File: src/rtl/otter_cu_fsm.sv
// OTTER multicycle control FSM: fetch / execute / load writeback / interrupt.
// Build option: define CU_FSM_INTR_EN to enable the interrupt path.
module otter_cu_fsm #(
    parameter int INIT_CYCLES = 1,
    parameter int RET_W       = 32
) (
    input  logic             CLK,
    input  logic             RST,
    input  logic             intr,
    input  logic [6:0]       opcode,
    input  logic [2:0]       func3,
    input  logic             mem_rdy,
    output logic             pcWrite,
    output logic             regWrite,
    output logic             memWE2,
    output logic             memRDEN1,
    output logic             memRDEN2,
    output logic             reset,
    output logic             csr_WE,
    output logic             int_taken,
    output logic [RET_W-1:0] instret
);

    localparam int CNT_W = (INIT_CYCLES > 1) ? $clog2(INIT_CYCLES) : 1;
    localparam logic [CNT_W-1:0] INIT_LAST = CNT_W'(INIT_CYCLES - 1);

`ifdef CU_FSM_INTR_EN
    localparam logic INTR_EN = 1'b1;
`else
    localparam logic INTR_EN = 1'b0;
`endif

    localparam logic [6:0] OP_LOAD   = 7'b0000011;
    localparam logic [6:0] OP_STORE  = 7'b0100011;
    localparam logic [6:0] OP_BRANCH = 7'b1100011;
    localparam logic [6:0] OP_LUI    = 7'b0110111;
    localparam logic [6:0] OP_AUIPC  = 7'b0010111;
    localparam logic [6:0] OP_JAL    = 7'b1101111;
    localparam logic [6:0] OP_JALR   = 7'b1100111;
    localparam logic [6:0] OP_IMM    = 7'b0010011;
    localparam logic [6:0] OP_RG3    = 7'b0110011;
    localparam logic [6:0] OP_SYS    = 7'b1110011;

    typedef enum logic [2:0] {
        ST_INIT,
        ST_FETCH,
        ST_EXEC,
        ST_WB,
        ST_INTR
    } state_t;

    state_t           state;
    state_t           state_nxt;
    logic [CNT_W-1:0] init_cnt;
    logic             intr_req;
    logic             retire;
    logic             is_load;
    logic             is_store;
    logic             is_branch;
    logic             is_alu;
    logic             is_sys;

    assign intr_req  = intr & INTR_EN;
    assign is_load   = (opcode == OP_LOAD);
    assign is_store  = (opcode == OP_STORE);
    assign is_branch = (opcode == OP_BRANCH);
    assign is_sys    = (opcode == OP_SYS);
    assign is_alu    = (opcode == OP_LUI)   || (opcode == OP_AUIPC) ||
                       (opcode == OP_JAL)   || (opcode == OP_JALR)  ||
                       (opcode == OP_IMM)   || (opcode == OP_RG3);

    // Retirement is any PC update outside the interrupt vector load.
    assign retire = pcWrite &&
                    (state == ST_EXEC || state == ST_WB);

    always_ff @(posedge CLK) begin
        if (RST) begin
            state    <= ST_INIT;
            init_cnt <= '0;
            instret  <= '0;
        end else begin
            state <= state_nxt;
            if (state == ST_INIT)
                init_cnt <= init_cnt + 1'b1;
            if (retire)
                instret <= instret + 1'b1;
        end
    end

    always_comb begin
        state_nxt = state;
        unique case (state)
            ST_INIT: begin
                if (init_cnt == INIT_LAST)
                    state_nxt = ST_FETCH;
            end
            ST_FETCH: state_nxt = ST_EXEC;
            ST_EXEC: begin
                if (is_load)
                    state_nxt = ST_WB;
                else
                    state_nxt = intr_req ? ST_INTR : ST_FETCH;
            end
            ST_WB: begin
                if (mem_rdy)
                    state_nxt = intr_req ? ST_INTR : ST_FETCH;
            end
            ST_INTR: state_nxt = ST_FETCH;
            default: state_nxt = ST_INIT;
        endcase
    end

    always_comb begin
        pcWrite   = 1'b0;
        regWrite  = 1'b0;
        memWE2    = 1'b0;
        memRDEN1  = 1'b0;
        memRDEN2  = 1'b0;
        reset     = 1'b0;
        csr_WE    = 1'b0;
        int_taken = 1'b0;
        // A live reset overrides the state so an in-flight store never writes.
        if (RST) begin
            reset = 1'b1;
        end else begin
            unique case (state)
                ST_INIT:  reset    = 1'b1;
                ST_FETCH: memRDEN1 = 1'b1;
                ST_EXEC: begin
                    unique case (1'b1)
                        is_load: memRDEN2 = 1'b1;
                        is_store: begin
                            memWE2  = 1'b1;
                            pcWrite = 1'b1;
                        end
                        is_alu: begin
                            pcWrite  = 1'b1;
                            regWrite = 1'b1;
                        end
                        is_sys: begin
                            pcWrite = 1'b1;
                            if (func3 != 3'b000) begin
                                regWrite = 1'b1;
                                csr_WE   = 1'b1;
                            end
                        end
                        is_branch: pcWrite = 1'b1;
                        default:   pcWrite = 1'b1;
                    endcase
                end
                ST_WB: begin
                    if (mem_rdy) begin
                        regWrite = 1'b1;
                        pcWrite  = 1'b1;
                    end
                end
                ST_INTR: begin
                    pcWrite   = 1'b1;
                    int_taken = INTR_EN;
                end
                default: reset = 1'b1;
            endcase
        end
    end

endmodule

File: config.mk
export PLATFORM = sky130hd
export DESIGN_NAME = otter_cu_fsm
export DESIGN_NICKNAME = d
export VERILOG_FILES = /design/src/rtl/otter_cu_fsm.sv
export SDC_FILE = /design/constraint.sdc
export NUM_CORES = 1
export LEC_CHECK = 0
export ABC_CLOCK_PERIOD_IN_PS = 3100
export BUFFER_PORTS_ARGS = -buffer_cell sky130_fd_sc_hd__buf_2
export CAP_MARGIN = 10
export CORE_ASPECT_RATIO = 1.2
export CORE_MARGIN = 10
export CORE_UTILIZATION = 45
export DETAILED_ROUTE_END_ITERATION = 6
export HOLD_SLACK_MARGIN = 0.1
export PLACE_DENSITY = 0.71
export SLEW_MARGIN = 30
export SYNTH_ARGS = -nofsm -noshare
export SYNTH_HDL_FRONTEND = slang
export SYNTH_SLANG_ARGS = --single-unit
File: constraint.sdc
create_clock -name CLK -period 3.1 [get_ports CLK]
set_clock_uncertainty 0.15 [all_clocks]
set_input_delay 0.31 -clock CLK [delete_from_list [all_inputs] [get_ports CLK]]
set_output_delay 0.31 -clock CLK [all_outputs]
set_load 0.005 [all_outputs]
==> flow_summary_export.csv, run 1 <==
group,metric,value,unit
outcome,status,"finished, final reports clean",
worst_hold_path,hold_class,"in2reg",
synth,yosysTopAreaCellShare,38.9,%
cells_and_area,num_antenna_cells,0,
clocking,cts_tree,"built",
timing,period_share,81.1,%
floorplanning,start_util,46.0,%
floorplanning,die_y,89.3,µm
timing,finalMaxSlewViolations,0,
floorplanning,die_area,6940,µm²
route,ant_nets,0,
cells_and_area,instances_no_fill,319,
pwr,irDropWorstVdd,0.210,mV
route,routed-wl-met3,274,µm
worst_setup_path,cp_slowest_cell,"or3_1",
clocking,clkTransAtPathRegs,0.07,ns
global_routing,grt_usage,12.6,%
worst_setup_path,cp_data_arrival_time,2.58,ns
synth,syn-cell-area,1800,µm²
timing,setup_viol,0,
clocking,cts_buffers,5,
placed_design,hpwl,3120,µm
cells_and_area,layout_common_cells,"51 x buf_2, 35 x dfxtp_1, 25 x nor2_1",
job,cap_violations,0,
pwr,p_leak,0.806,nW
global_routing,grt_pass1_wl,7240,µm
cells_and_area,fin_nets,279,
timing,hold_violations,0,
clocking,cts_setup_buffers,0,
route,firstDrtPassIters,4,
global_routing,grt_start_max_net_pins,39,
route,via_count,1719,
global_routing,antenna_found_initial,0,
clocking,root_buffer,"clkbuf_8",
clocking,clockBufferDepth,2,
cells_and_area,area_growth,20.8,%
placed_design,dp.cells,311,
synth,synth_nets,233,
pwr,power_density,432,nW/µm²
timing,max_clock_freq,398,MHz
route,top_layer,"met4",
global_routing,grt_pass1_vias,1683,
timing,tightest_slew,0.567,ns
worst_setup_path,regToRegSetupSlack,0.58,ns
placed_design,io_buffers,51,
synth,yosys.area.top_type,"dfxtp_1",
synth,netlist_instances,218,
clocking,postCtsHoldBufs,0,
floorplanning,die_width,77.7,µm
floorplanning,core,3910,µm²
clocking,cts_sinks,35,
cells_and_area,fin_area,2170,µm²
worst_setup_path,worst-endpoint-required,3.17,ns
timing,rsz0062_at_grt,"false",
clocking,h-tree-depth,2,
worst_setup_path,path_cells,"ha_1, nand3_1, or3_1, or3_1, or4_1, a21oi_1",
global_routing,globalRouteOverflowTotal,0,
pwr,power.total,939,µW
route,route.met2.wl,2160,µm
cells_and_area,drive_gt1_share,24.5,%
worst_setup_path,critPathKind,"reg2reg",
timing,tns,0,ns
route,drt-wirelength-per-cell,13.6,µm
synth,ys_seq_area_share,38.9,%
route,drc_errors,0,
timing,fin_ws,0.584,ns
synth,synth.avg_cell_area,8.25,µm²
route,wl_met1,1830,µm
timing,period_needed,2.52,ns
worst_setup_path,worst_path_most_repeated_cell,"or3_1",
placed_design,pre_cts_slack,0.604,ns
clocking,clk_latency,0.29,ns
timing,timing.hold.ws,0.215,ns
synth,synth_cell_types,35,
floorplanning,core.rowCount,25,
placed_design,dpl_cell_area,2060,µm²
synth,synth-seq-cells,35,
worst_setup_path,critPathLaunchType,"register",
worst_setup_path,path_max_fanout,12,
synth,yosysWarnings,0,
cells_and_area,final_util,55.6,%
timing,max-slew-margin-rel,61.8,%
route,drt-total-wl,4350,µm
worst_setup_path,endpoint_kind,"register",
cells_and_area,layout_commonest_cell,"buf_2",
clocking,cts_resized,0,
worst_setup_path,slowest_delay,0.53,ns
placed_design,gp_congestion,0.741,
synth,yosys-top-cells-area,"dfxtp_1 39%, xnor2_1 7.8%, nor2_1 5.2%",
route,viasPerCell,5.39,
route,first_iter_violations,101,
floorplanning,io_pins,54,
[critical path, delay by kind of cell, from the launching register on]
family                   cells  cell delay (ns)
AO/OA/AOI/OAI                1             0.14
AND/OR/NAND/NOR              4             1.56
flip-flops                   1             0.41
adder cells (fa/ha/maj)      1             0.19
[logic make-up after synthesis]
| kind of cell | Yosys count | share of synthesized area [%] |
|---|---|---|
| compound gates | 33 | 10.4 |
| xor+xnor | 19 | 9.25 |
| fa+ha+maj | 1 | 0.695 |
| buf+inv | 16 | 4.94 |
| flops | 35 | 38.9 |
| other cells | 1 | 0.208 |
| simple gates | 113 | 35.5 |
[Yosys cell counts (all sizes together)]
cell type	n
or4b	1
conb	1
or3	15
nor4b	3
nand2	17
nor2b	2
inv	2
o31ai	5
nor3b	2
and4	1
clkbuf	8
a32o	1
dfxtp	35
or2	1
nor3	9
nand3	8
nand2b	2
o21ai	10
ha	1
o21bai	1
nand3b	1
xnor2	16
a21oi	15
nor4	10
a22oi	1
xor2	3
nor2	25
or4	8
buf	6
nand4	8
[metal layers]
layer / track usage (%) / vias to the layer above
met1: 12.8 / 793
met2: 22.8 / 45
met5: 0 / -
li1: - / 874
met4: 6.15 / 0
met3: 4.12 / 7
[area by class of cell]
class | instances | area (µm²)
Multi-Input combinational cell | 167 | 1010
Timing Repair Buffer | 53 | 270
Clock buffer | 6 | 82.6
Fill cell | 372 | 1740
Clock inverter | 2 | 35.0
Sequential cell | 35 | 701
Inverter | 2 | 7.51
Tap cell | 54 | 67.6
[registers in the layout, summed over array words and instances, names as in the netlist]
register  count
init_cnt      1
instret      32
state         2
[worst paths after layout]
check | endpoint | from | cells after the start
hold / removal | state[1]$_SDFFE_PP0P_ | mem_rdy | 4
hold reg to reg | instret[31]$_SDFFE_PP0P_ | instret[31]$_SDFFE_PP0P_ | 2
setup / recovery | instret[30]$_SDFFE_PP0P_ | instret[0]$_SDFFE_PP0P_ | 6
setup reg to reg | instret[30]$_SDFFE_PP0P_ | instret[0]$_SDFFE_PP0P_ | 6
[power by group]
| group | switching [mW] | leakage, nW | total (mW) | internal, mW |
|---|---|---|---|---|
| sequential | 0.0110 | 0.283 | 0.467 | 0.456 |
| clock | 0.163 | 0.0612 | 0.424 | 0.260 |
| combinational | 0.0275 | 0.462 | 0.0490 | 0.0215 |
| total | 0.202 | 0.806 | 0.939 | 0.738 |
No activity file was read; power rests on OpenSTA's default activity.
==> run 2: changes to the inputs <==
--- a/config.mk
+++ b/config.mk
@@ -5,7 +5,8 @@
 export SDC_FILE = /design/constraint.sdc
 export NUM_CORES = 1
 export LEC_CHECK = 0
-export ABC_CLOCK_PERIOD_IN_PS = 3100
+export ABC_AREA = 1
+export ABC_CLOCK_PERIOD_IN_PS = 2300
 export BUFFER_PORTS_ARGS = -buffer_cell sky130_fd_sc_hd__buf_2
 export CAP_MARGIN = 10
 export CORE_ASPECT_RATIO = 1.2
@@ -13,7 +14,7 @@
 export CORE_UTILIZATION = 45
 export DETAILED_ROUTE_END_ITERATION = 6
 export HOLD_SLACK_MARGIN = 0.1
-export PLACE_DENSITY = 0.71
+export PLACE_DENSITY = 0.72
 export SLEW_MARGIN = 30
 export SYNTH_ARGS = -nofsm -noshare
 export SYNTH_HDL_FRONTEND = slang
==> constraint.sdc (replaced) <==
create_clock -name CLK -period 2.3 [get_ports CLK]
set_clock_uncertainty 0.15 [all_clocks]
set_input_delay 0.23 -clock CLK [delete_from_list [all_inputs] [get_ports CLK]]
set_output_delay 0.23 -clock CLK [all_outputs]
set_load 0.005 [all_outputs]
==> flow_summary_export.csv, run 2 <==
group,metric,value,unit
floorplanning,die_y,94.9,µm
synth,synth.avg_cell_area,6.29,µm²
worst_setup_path,slowest_delay,0.43,ns
cells_and_area,drive_gt1_share,19.9,%
cells_and_area,num_antenna_cells,0,
floorplanning,core.rowCount,27,
clocking,cts_tree,"built",
cells_and_area,reg.largest.list,"instret x32, state x2, init_cnt x1",
clocking,clockBufferDepth,2,
route,via_count,2150,
timing,period_needed,2.12,ns
outcome,status,"finished, final reports clean",
worst_setup_path,critPathLaunchType,"register",
placed_design,gp_congestion,0.806,
timing,tns,0,ns
floorplanning,die_area,7830,µm²
pwr,irDropWorstVdd,0.329,mV
worst_setup_path,cp_data_arrival_time,1.74,ns
clocking,cts_resized,0,
synth,synth_cell_types,29,
timing,max-slew-margin-rel,62.1,%
clocking,postCtsHoldBufs,0,
timing,finalMaxSlewViolations,0,
synth,yosys-top-cells-area,"dfxtp_1 33%, nand2_1 15%, nor2_1 10%",
floorplanning,io_pins,54,
floorplanning,die_width,82.4,µm
clocking,clkTransAtPathRegs,0.07,ns
synth,netlist_instances,335,
route,ant_nets,0,
timing,rsz0062_at_grt,"false",
route,drc_errors,0,
worst_setup_path,endpoint_kind,"output pin",
floorplanning,start_util,46.2,%
placed_design,dp.cells,436,
synth,syn-cell-area,2110,µm²
cells_and_area,fin_area,2490,µm²
synth,synth_edf_count,0,
clocking,cts_setup_buffers,0,
global_routing,grt_start_max_net_pins,54,
route,first_iter_violations,107,
cells_and_area,area_growth,18.2,%
clocking,h-tree-depth,2,
clocking,clk_latency,0.29,ns
synth,yosys.area.top_type,"dfxtp_1",
synth,synth-seq-cells,35,
worst_setup_path,worst-endpoint-required,1.92,ns
route,drt-total-wl,5360,µm
global_routing,grt_pass1_wl,9030,µm
synth,synth_nets,350,
synth,yosysWarnings,0,
synth,synth_most_common_cell,"nand2_1",
worst_hold_path,hold_class,"in2reg",
worst_setup_path,path_cells,"inv_2, nor3_4, nand2_1, nand2_4, buf_2",
cells_and_area,fin_nets,400,
synth,synth_commonest_cells,"84 x nand2_1, 57 x nor2_1, 45 x inv_1",
worst_setup_path,critPathKind,"reg2out",
global_routing,antenna_found_initial,0,
route,firstDrtPassIters,4,
placed_design,hpwl,4080,µm
cells_and_area,top_register,"instret",
timing,tightest_slew,0.569,ns
pwr,power_density,515,nW/µm²
pwr,p_leak,1.15,nW
clocking,cts_buffers,5,
pwr,power.total,1.28,mW
cells_and_area,layout_commonest_cell,"nand2_1",
route,drt-wirelength-per-cell,12.1,µm
synth,synthFlopType,"dfxtp_1",
timing,timing.hold.ws,0.114,ns
synth,yosysTopAreaCellShare,33.3,%
cells_and_area,layout_common_cells,"84 x nand2_1, 57 x nor2_1, 51 x buf_2",
worst_hold_path,holdPathStages,4,
cells_and_area,instances_no_fill,444,
clocking,cts_sinks,35,
global_routing,grt_pass1_vias,2155,
synth,async_flop_share,0,%
worst_setup_path,reg2reg_depth,9,
timing,hold_violations,0,
placed_design,dpl_cell_area,2370,µm²
worst_setup_path,cp_slowest_cell,"nand2_4",
timing,period_share,92.2,%
job,cap_violations,0,
placed_design,io_buffers,51,
worst_setup_path,path_max_fanout,53,
global_routing,grt_usage,14.2,%
synth,ys_seq_area_share,33.3,%
route,viasPerCell,4.84,
timing,max_clock_freq,471,MHz
floorplanning,core,4560,µm²
timing,setup_viol,0,
clocking,root_buffer,"clkbuf_8",
cells_and_area,largest_register_ffs,32,
global_routing,globalRouteOverflowTotal,0,
==> run 2: cell count changes after synthesis, sizes merged, moves of 5 or more <==
cell    previous run  this run
inv                2        47
nand2             17        87
xnor2             16         1
clkbuf             8         2
nor3               9        14
or3               15         0
nand3              8        27
o31ai              5         0
nor2              25        62
nor4              10         0
or4                8         0
==> run 2: final timing paths <==
path                                 from                  endpoint  slack [ns]
setup reg to reg  instret[0]$_SDFFE_PP0P_  instret[26]$_SDFFE_PP0P_        0.37
setup / recovery    state[1]$_SDFFE_PP0P_                   pcWrite        0.18
hold / removal                  opcode[5]     state[1]$_SDFFE_PP0P_        0.11
hold reg to reg     init_cnt$_SDFFE_PP0N_     init_cnt$_SDFFE_PP0N_        0.33
==> run 2: per-stage QoR <==
stage,utilization [%],setup WS [ns]
floorplan,-,0.660
global placement,52.0,0.402
detailed placement,52.0,0.380
CTS,54.6,0.176
global route,54.6,0.0101
finish,54.6,0.179
==> run 2: report_power, final <==
group | internal, mW | switching, mW | leakage [nW]
clock | 0.351 | 0.239 | 0.0612
combinational | 0.0249 | 0.0467 | 0.811
sequential | 0.613 | 0.00842 | 0.282
==> run 2: critical path, delay by kind of cell, from the launching register on <==
kind                   cells  cell delay [ns]
AND/OR/NAND/NOR            3             0.74
flip-flops                 1             0.40
buffers and inverters      2             0.29
==> run 2: layout make-up <==
type	count	area [µm²]
fill	481	2070
multi-input combinational	243	1160
sequential	35	701
timing repair buffer	52	263
inverter	48	180
clock buffer	6	82.6
tap	58	72.6
clock inverter	2	35.0
==> run 2: cell families (layout without fill, tap and decap cells) <==
logic type,after synthesis,after routing,synth area share (%)
buffers and inverters,57,108,11.8
AND/OR/NAND/NOR,202,202,43.3
adder cells (fa/ha/maj),1,1,0.594
AO/OA/AOI/OAI,31,31,7.55
XOR/XNOR,8,8,3.33
other,1,1,0.178
flip-flops,35,35,33.3
==> run 2: layer usage <==
metal / GRT usage [%] / wire [µm]
met2: 25.1 / 2560
met1: 14.9 / 2260
met3: 5.80 / 459
met5: 0 / 0
met4: 4.40 / 76
==> run 3: changes to the inputs <==
--- a/config.mk
+++ b/config.mk
@@ -6,7 +6,7 @@
 export NUM_CORES = 1
 export LEC_CHECK = 0
 export ABC_AREA = 1
-export ABC_CLOCK_PERIOD_IN_PS = 2300
+export ABC_CLOCK_PERIOD_IN_PS = 2590
 export BUFFER_PORTS_ARGS = -buffer_cell sky130_fd_sc_hd__buf_2
 export CAP_MARGIN = 10
 export CORE_ASPECT_RATIO = 1.2
@@ -14,7 +14,7 @@
 export CORE_UTILIZATION = 45
 export DETAILED_ROUTE_END_ITERATION = 6
 export HOLD_SLACK_MARGIN = 0.1
-export PLACE_DENSITY = 0.72
+export PLACE_DENSITY = 0.7
 export SLEW_MARGIN = 30
 export SYNTH_ARGS = -nofsm -noshare
 export SYNTH_HDL_FRONTEND = slang
==> constraint.sdc (replaced) <==
create_clock -name CLK -period 2.59 [get_ports CLK]
set_clock_uncertainty 0.15 [all_clocks]
set_input_delay 0.259 -clock CLK [delete_from_list [all_inputs] [get_ports CLK]]
set_output_delay 0.259 -clock CLK [all_outputs]
set_load 0.005 [all_outputs]
==> flow_summary_export.csv, run 3 (synthesis gave the netlist of run 2 again) <==
group,metric,value,unit
worst_hold_path,hold_class,"in2reg",
timing,setup_viol,0,
global_routing,grt_pass1_wl,9250,µm
clocking,cts_sinks,35,
worst_setup_path,cp_data_arrival_time,1.74,ns
clocking,postCtsHoldBufs,0,
pwr,p_leak,1.13,nW
global_routing,globalRouteOverflowTotal,0,
clocking,cts_setup_buffers,0,
clocking,root_buffer,"clkbuf_8",
worst_setup_path,path_max_fanout,53,
outcome,status,"finished, final reports clean",
worst_setup_path,endpoint_kind,"output pin",
clocking,cts_tree,"built",
timing,fin_ws,0.440,ns
route,first_iter_violations,88,
global_routing,grt_pass1_vias,2143,
floorplanning,core,4560,µm²
cells_and_area,fin_area,2460,µm²
clocking,clockBufferDepth,2,
cells_and_area,layout_common_cells,"84 x nand2_1, 57 x nor2_1, 51 x buf_2",
timing,period_needed,2.15,ns
route,viasPerCell,5.00,
route,drc_errors,0,
placed_design,io_buffers,51,
clocking,clkTransAtPathRegs,0.08,ns
worst_setup_path,critPathKind,"reg2out",
cells_and_area,final_util,53.9,%
timing,period_share,83.0,%
floorplanning,core.rowCount,27,
clocking,cts_resized,0,
job,cap_violations,0,
cells_and_area,area_growth,16.7,%
timing,timing.hold.ws,0.130,ns
pwr,power_density,413,nW/µm²
placed_design,dpl_cell_area,2370,µm²
route,drt-total-wl,5500,µm
floorplanning,start_util,46.2,%
timing,max-slew-margin-rel,63.4,%
route,via_count,2221,
timing,hold_violations,0,
global_routing,grt_start_max_net_pins,54,
cells_and_area,layout_commonest_cell,"nand2_1",
global_routing,antenna_found_initial,0,
cells_and_area,top_register,"instret",
cells_and_area,num_antenna_cells,0,
cells_and_area,largest_register_ffs,32,
worst_setup_path,worst-endpoint-required,2.18,ns
placed_design,pre_cts_slack,0.595,ns
timing,max_clock_freq,465,MHz
pwr,irDropWorstVdd,0.454,mV
worst_setup_path,critPathLaunchType,"register",
cells_and_area,reg.largest.list,"instret x32, state x2, init_cnt x1",
floorplanning,die_area,7830,µm²
timing,rsz0062_at_grt,"false",
route,firstDrtPassIters,5,
clocking,clk_latency,0.30,ns
placed_design,gp_congestion,0.803,
cells_and_area,drive_gt1_share,19.7,%
clocking,cts_buffers,5,
placed_design,hpwl,4150,µm
cells_and_area,fin_nets,400,
floorplanning,die_y,94.9,µm
floorplanning,io_pins,54,
timing,tns,0,ns
route,drt-wirelength-per-cell,12.4,µm
clocking,h-tree-depth,2,
floorplanning,die_width,82.4,µm
route,ant_nets,0,
global_routing,grt_usage,14.8,%
timing,tightest_slew,0.549,ns
timing,finalMaxSlewViolations,0,
==> run 3: worst max-delay path, stage by stage (launching register included) <==
cell	delay, ns
dfxtp_1	0.43
nand3_1	0.12
nor2_1	0.15
inv_1	0.09
nand2_4	0.42
buf_2	0.22
==> run 3: final timing paths <==
path | depth (start not counted) | slack (ns) | endpoint | start
max | 5 | 0.44 | pcWrite | state[0]$_SDFFE_PP0P_
min reg2reg | 1 | 0.31 | init_cnt$_SDFFE_PP0N_ | init_cnt$_SDFFE_PP0N_
max reg2reg | 9 | 0.56 | instret[24]$_SDFFE_PP0P_ | instret[0]$_SDFFE_PP0P_
min | 4 | 0.13 | state[1]$_SDFFE_PP0P_ | opcode[5]
==> run 3: area by class of cell <==
cell class	instances	area (µm²)
Inverter	48	180
Multi-Input combinational cell	243	1160
Tap cell	58	72.6
Clock inverter	2	12.5
Sequential cell	35	701
Fill cell	492	2100
Clock buffer	6	72.6
Timing Repair Buffer	52	263
==> run 3: where the power goes <==
group	leakage, nW	internal [mW]	switching [mW]
sequential	0.282	0.544	0.00753
combinational	0.811	0.0221	0.0409
clock	0.0412	0.188	0.213
total	1.13	0.754	0.262
==> run 3: layer usage <==
layer	track usage, %	part of all wire (%)	vias up	routed length [µm]
li1	-	-	1157	-
met1	15.4	39	990	2170
met2	25.8	50	64	2750
met3	5.42	8.7	10	478
met4	5.97	1.9	0	105
met5	0	0	-	0
==> run 3: per-stage QoR <==
| step | power (mW) | cells |
|---|---|---|
| 4_1_cts | 1.02 | 444 |
| 3_3_place_gp | 0.627 | 436 |
| 5_1_grt | 1.06 | 444 |
| 2_1_floorplan | 0.606 | 335 |
| 3_5_place_dp | 0.628 | 436 |
| 6_report | 1.02 | 444 |
